===== config.mk =====
export PLATFORM = sky130hd
export DESIGN_NAME = div_sequencer
export DESIGN_NICKNAME = d
export VERILOG_FILES = /design/src/rtl/div_sequencer.sv
export SDC_FILE = /design/constraint.sdc
export NUM_CORES = 1
export LEC_CHECK = 0
export ABC_AREA = 1
export ABC_CLOCK_PERIOD_IN_PS = 3300
export CORE_UTILIZATION = 42
export DETAILED_ROUTE_END_ITERATION = 8
export PLACE_DENSITY = 0.82
export SLEW_MARGIN = 20
export SYNTH_ARGS = -nofsm -noshare
export SYNTH_HDL_FRONTEND = slang
export SYNTH_SLANG_ARGS = --single-unit

===== constraint.sdc =====
create_clock -name clk -period 3.3 [get_ports clk]
set_input_delay 0.66 -clock clk [delete_from_list [all_inputs] [get_ports clk]]
set_output_delay 0.66 -clock clk [all_outputs]
set_load 0.01 [all_outputs]

===== src/rtl/div_sequencer.sv =====
// div_sequencer: EX-stage controller that drives the shared iterative divider for DIV/DIVU.
// Latches the operands, pulses the divider start, stalls the pipe until the result returns,
// holds the result while downstream is stalled, and annuls the divider on exception flush.
// Optional feature macro: DIV_ZERO_BYPASS_EN (a divisor of zero completes locally without the divider).

// Fallback ALU-op encodings used when defines.vh is not part of the build.
`ifndef DIV_CONTROL
`define DIV_CONTROL 5'b11010
`endif
`ifndef DIVU_CONTROL
`define DIVU_CONTROL 5'b11011
`endif

module div_sequencer #(
  parameter int CNT_W = 6
) (
  input  logic             clk,
  input  logic             resetn,
  input  logic [4:0]       ex_alucontrol,
  input  logic [31:0]      ex_opa,
  input  logic [31:0]      ex_opb,
  input  logic             except_flush,
  input  logic             pipe_hold,
  output logic             div_start,
  output logic             div_signed,
  output logic [31:0]      div_opa,
  output logic [31:0]      div_opb,
  output logic             div_annul,
  input  logic             div_ready,
  input  logic [63:0]      div_result,
  output logic             ex_div_stall,
  output logic             hilo_valid,
  output logic [31:0]      hi_out,
  output logic [31:0]      lo_out,
  output logic [CNT_W-1:0] busy_cycles
);

  localparam logic [1:0] S_IDLE = 2'd0;
  localparam logic [1:0] S_BUSY = 2'd1;
  localparam logic [1:0] S_DONE = 2'd2;

  logic [1:0]       state_q, state_d;
  logic             start_q;
  logic             signed_q;
  logic [31:0]      opa_q, opb_q;
  logic [31:0]      hi_q, lo_q;
  logic [CNT_W-1:0] cnt_q;

  logic is_div;
  logic accept;
  logic zero_byp;

  assign is_div = (ex_alucontrol == `DIV_CONTROL) || (ex_alucontrol == `DIVU_CONTROL);
  // A flush in the same cycle kills the instruction before it is ever accepted.
  assign accept = (state_q == S_IDLE) && is_div && !except_flush;

`ifdef DIV_ZERO_BYPASS_EN
  // Divide-by-zero never reaches the divider; the result is formed locally.
  assign zero_byp = (ex_opb == 32'd0);
`else
  assign zero_byp = 1'b0;
`endif

  // State register.
  always_ff @(posedge clk) begin
    if (!resetn) begin
      state_q <= S_IDLE;
    end else begin
      state_q <= state_d;
    end
  end

  // Next-state logic; flush outranks div_ready while busy.
  always_comb begin
    state_d = state_q;
    case (state_q)
      S_IDLE: begin
        if (accept) begin
          state_d = zero_byp ? S_DONE : S_BUSY;
        end
      end
      S_BUSY: begin
        if (except_flush) begin
          state_d = S_IDLE;
        end else if (div_ready) begin
          state_d = S_DONE;
        end
      end
      S_DONE: begin
        if (except_flush || !pipe_hold) begin
          state_d = S_IDLE;
        end
      end
      default: state_d = S_IDLE;
    endcase
  end

  // FSM outputs: start only in the first busy cycle, annul is same-cycle with the flush.
  always_comb begin
    div_start    = (state_q == S_BUSY) && start_q;
    div_annul    = (state_q == S_BUSY) && except_flush;
    hilo_valid   = (state_q == S_DONE);
    ex_div_stall = accept || (state_q == S_BUSY);
  end

  // Operand/result capture and the saturating busy-cycle counter.
  always_ff @(posedge clk) begin
    if (!resetn) begin
      start_q  <= 1'b0;
      signed_q <= 1'b0;
      opa_q    <= 32'd0;
      opb_q    <= 32'd0;
      hi_q     <= 32'd0;
      lo_q     <= 32'd0;
      cnt_q    <= '0;
    end else begin
      start_q <= accept && !zero_byp;
      if (accept) begin
        opa_q    <= ex_opa;
        opb_q    <= ex_opb;
        signed_q <= (ex_alucontrol == `DIV_CONTROL);
        cnt_q    <= '0;
        if (zero_byp) begin
          hi_q <= ex_opa;
          lo_q <= 32'hFFFF_FFFF;
        end
      end
      if (state_q == S_BUSY) begin
        if (cnt_q != {CNT_W{1'b1}}) begin
          cnt_q <= cnt_q + CNT_W'(1);
        end
        if (div_ready && !except_flush) begin
          hi_q <= div_result[63:32];
          lo_q <= div_result[31:0];
        end
      end
    end
  end

  assign div_signed  = signed_q;
  assign div_opa     = opa_q;
  assign div_opb     = opb_q;
  assign hi_out      = hi_q;
  assign lo_out      = lo_q;
  assign busy_cycles = cnt_q;

endmodule


Word level (Yosys, flattened, before mapping):

Index checks and enable logic that the tools add are counted.

* bits in registers: 138
* input port bits: 138
* output and inout bits: 139

* $add $sub $neg: 1
* equality and inequality tests: 8
* multiplexer cells: 8
* reduce and logical (&&, ||, !) cells: 13

Operators by type and width (count)
* $mux W6: 3
* $eq A5 B5 Y1 const B: 2
* $mux W2: 4
* $add A6 B1 Y6 const B: 1
* $ne A6 B6 Y1 const B: 1
* $pmux W2 S3: 1
* $logic_and A1 B1 Y1: 5
* $logic_or A1 B1 Y1: 3
* $ne A3 B3 Y1 const B: 1
* $reduce_and A3 Y1: 1
* $eq A2 B1 Y1 const B: 1
* $eq A2 B2 Y1 const B: 1
* $logic_not A1 Y1: 2
* $logic_not A2 Y1: 1
* $ne A2 B1 Y1 const B: 1
* $ne A2 B2 Y1 const B: 1
* $reduce_and A2 Y1: 1

Longest topological paths before layout:

* depth after elaboration: 7
* mapped depth: 9

Worst setup path after synthesis:

OpenSTA, ideal clock, no wires.

* path kind: input port to output port
* from: input port except_flush
* to: output port ex_div_stall
* arrival time: 1.284 ns
* required time: 2.640 ns
* setup slack: 1.356 ns
* stages: 7
* path through: inv_2 -> nand2_1 -> nor2_2 -> nand2_2 -> buf_6 -> buf_4 -> nand2_1

* word-level cells in the longest chain between the ends: 3

Ends and longest elaborated chain
* start: declaration: line 22 `input logic except_flush,`
* $logic_not A1 Y1: line 55 `assign accept = (state_q == S_IDLE) && is_div && !except_flush;`
* $logic_and A1 B1 Y1: line 55
* $logic_or A1 B1 Y1: line 103 `ex_div_stall = accept || (state_q == S_BUSY);`
* end: declaration: line 31 `output logic ex_div_stall,`

No other way between the ends.

Worst setup path after layout:

* from: input port ex_alucontrol[3]
* to: output port ex_div_stall

* word-level cells in the longest chain between the ends: 5
* elaborated cells between the ends (all ways): 6

Ends and longest elaborated chain
* start: declaration: line 19 `input logic [4:0] ex_alucontrol,`
* $eq A5 B5 Y1 (no source line)
* $logic_or A1 B1 Y1 (*): line 53 `` assign is_div = (ex_alucontrol == `DIV_CONTROL) || (ex_alucontrol == `DIVU_CONTROL); ``
* $logic_and A1 B1 Y1 (*) (2 in series): line 55
* $logic_or A1 B1 Y1 (*): line 103

Every way passes the cells marked *; elsewhere a longest branch is shown, timed or not.

==> impl_metrics.json <==
{
  "drc_errors": 21,
  "critPathRequiredTime_ns": 2.64,
  "via_per_inst": 4.79,
  "cts_tree": "yes",
  "min_path_type": "reg -> reg",
  "postCtsSetupRepairBufs": 0,
  "core_mm2": 0.0116,
  "seqCellArea_mm2": 0.00276,
  "fp-row-count": 39,
  "syn_to_final_growth_pct": 62.9,
  "cts.path.max_buffers": 2,
  "rsz0062_at_grt": "no",
  "setup_ws_ns": 0.456,
  "fill_cells": 921,
  "start_util_pct": 43.7,
  "end_kind": "output pin",
  "crit_fanout": 3,
  "synth_xor_area_share_pct": 0.173,
  "die-area_mm2": 0.0125,
  "drive_gt1_share_pct": 4.96,
  "die_w_um": 112,
  "drt-initial-drc-count": 314,
  "synth_compound_area_share_pct": 14.2,
  "path_class": "in -> out",
  "cts_num_sinks": 138,
  "nets": 1034,
  "finalWeightedCongestion": 0.783,
  "pre_cts_ws_ns": 0.488,
  "clk_latency_ns": 0.41,
  "worst_pin_slew_ns": 0.724,
  "syn-cell-area_mm2": 0.00507,
  "grt_pass1_wl_um": 24000,
  "wl_um": 15000,
  "grt_max_degree": 73,
  "syn_nets": 776,
  "cts_max_level": 4,
  "grt_usage_pct": 24.6,
  "p_per_area_mw_per_mm2": 446,
  "grt_pass1_vias": 4903,
  "io_buffers": 276,
  "min_period_ns": 2.84,
  "status": "finished, violations left",
  "final-hold-violation-count": 0,
  "synth_seq_cells": 138,
  "violations": "DRC",
  "synth-adder-area-share_pct": 0.247,
  "drtPass1Iterations": 9,
  "multi_input_area_mm2": 0.00189,
  "start_kind": "input port",
  "synth.distinct_cells": 23,
  "ys_seq_area_share_pct": 54.5,
  "ir_drop_v": 0.000476,
  "slew-limit-headroom_pct": 51.7,
  "synthSimpleGateAreaFrac_pct": 22.7,
  "ys_warn_count": 0,
  "clkTransAtPathRegs_ns": 0.05,
  "die_y_um": 112,
  "fmax_mhz": 352,
  "tns_ns": 0,
  "ctsResizeCount": 0,
  "antennaDiodeCount": 0,
  "fin_crit_sh_pct": 86.2,
  "numCtsBuffers": 17,
  "arrival_ns": 2.18,
  "wire_per_inst_um": 14.2,
  "postCtsHoldBufs": 0,
  "antenna_found_initial": 0,
  "ios": 277,
  "max_cap_viol_count": 0,
  "setup_viol": 0,
  "vias": 5030,
  "p_leak_uw": 0.00324,
  "synth_top_family_by_area": "simple AND/OR/NAND/NOR gates",
  "slew_violations": 0,
  "synth_mux_area_share_pct": 0,
  "synth_cells": 637,
  "grt_overflow": 0,
  "drtAntennaViolNets": 0,
  "dp_hpwl_um": 10100,
  "syn_avg_cell_area_um2": 7.96,
  "cts_root_buffer": "clkbuf_16",
  "finClkSkew_ns": 0.00623
}
[area by class of cell]
class	count	share of cell area (%)
Multi-Input combinational cell	441	22.9
Sequential cell	138	33.4
Clock buffer	24	5.83
Clock inverter	8	0.545
Inverter	15	0.682
Timing Repair Buffer	282	34.4
Tap cell	143	2.17
[flip-flops by register name, summed over array words and instances (netlist names)]
| name | cells |
|---|---|
| lo_out | 32 |
| hi_out | 32 |
| state_q | 2 |
| start_q | 1 |
| div_signed | 1 |
| div_opa | 32 |
| busy_cycles | 6 |
| div_opb | 32 |
[cell families (layout without fill, tap and decap cells)]
group	after synthesis	in the layout
buf+inv	58	329
flops	138	138
compound gates	142	142
fa+ha+maj	1	1
simple gates	297	297
xor+xnor	1	1
[path summary, 6_finish.rpt]
path                               endpoint  depth (start not counted)  slack [ns]               startpoint
setup / recovery               ex_div_stall                          6        0.46         ex_alucontrol[3]
hold / removal      div_opb[7]$_SDFFE_PN0P_                          2        0.48  div_opb[7]$_SDFFE_PN0P_
setup reg to reg  busy_cycles[4]$_SDFF_PN0_                          9        1.64  state_q[0]$_SDFFE_PN0P_
hold reg to reg     div_opb[7]$_SDFFE_PN0P_                          2        0.48  div_opb[7]$_SDFFE_PN0P_
[cells in the final DEF, fill, tap and decap left out, types with 2 or more instances in the layout]
| master | synthesis | final |
|---|---|---|
| a21oi_1 | 11 | 11 |
| buf_12 | 0 | 3 |
| buf_4 | 4 | 4 |
| clkbuf_1 | 12 | 4 |
| clkbuf_16 | 0 | 17 |
| clkbuf_8 | 0 | 3 |
| clkdlybuf4s50_1 | 0 | 275 |
| clkinv_2 | 0 | 6 |
| clkinvlp_4 | 0 | 2 |
| dfxtp_1 | 138 | 138 |
| inv_1 | 11 | 11 |
| inv_2 | 4 | 4 |
| nand2_1 | 21 | 21 |
| nand3_1 | 8 | 8 |
| nor2_1 | 264 | 264 |
| o21ai_0 | 60 | 60 |
| o21ai_1 | 68 | 68 |
| o21ai_2 | 2 | 2 |
[report_power, final]
part	total (uW)	internal [uW]	switching, uW
Combinational	309	204	105
Clock	1680	1010	667
Sequential	1700	1690	10.7
[per-stage QoR]
step,area [um2],util [%],power [uW],hold slack (ns),instances
after floorplan,5070,-,1820,0.510,637
after global placement,7730,66.6,2040,0.461,1019
after detailed placement,7730,66.6,2040,0.471,1019
after CTS,8260,71.1,3720,0.483,1051
after global routing,8260,71.1,3830,0.499,1051
final,8260,71.1,3690,0.477,1051
[metal layers]
metal  wire length [um]  GRT usage [%]
met1               5790           26.6
met2               7270           41.6
met3               1580           11.0
met4                311           10.4
met5                  0              0
[critical path: stages]
cell and delay [ns]:
clkdlybuf4s50_1 0.46, nand2_1 0.05, nor2_1 0.28, nand2_2 0.12
nand2_1 0.07, clkdlybuf4s50_1 0.55
[cells in the mapped netlist]
library cell / number / share of area, %
nor2_1: 264 / 20
dfxtp_1: 138 / 54
o21ai_1: 68 / 6.7
o21ai_0: 60 / 5.9
nand2_1: 21 / 1.6
buf_6: 13 / 2.9
clkbuf_1: 12 / 0.89
a21oi_1: 11 / 1.1
inv_1: 11 / 0.81
nand3_1: 8 / 0.79
buf_8: 7 / 2.1
buf_2: 5 / 0.49
buf_4: 4 / 0.59
inv_2: 4 / 0.30
buf_1: 2 / 0.15
o21ai_2: 2 / 0.35
ha_1: 1 / 0.25
nand2_2: 1 / 0.12
nand2_4: 1 / 0.22
nor2_2: 1 / 0.12
nor3_4: 1 / 0.32
o21bai_1: 1 / 0.15
xnor2_1: 1 / 0.17
Note: power is estimated with default switching activity, not from simulation.
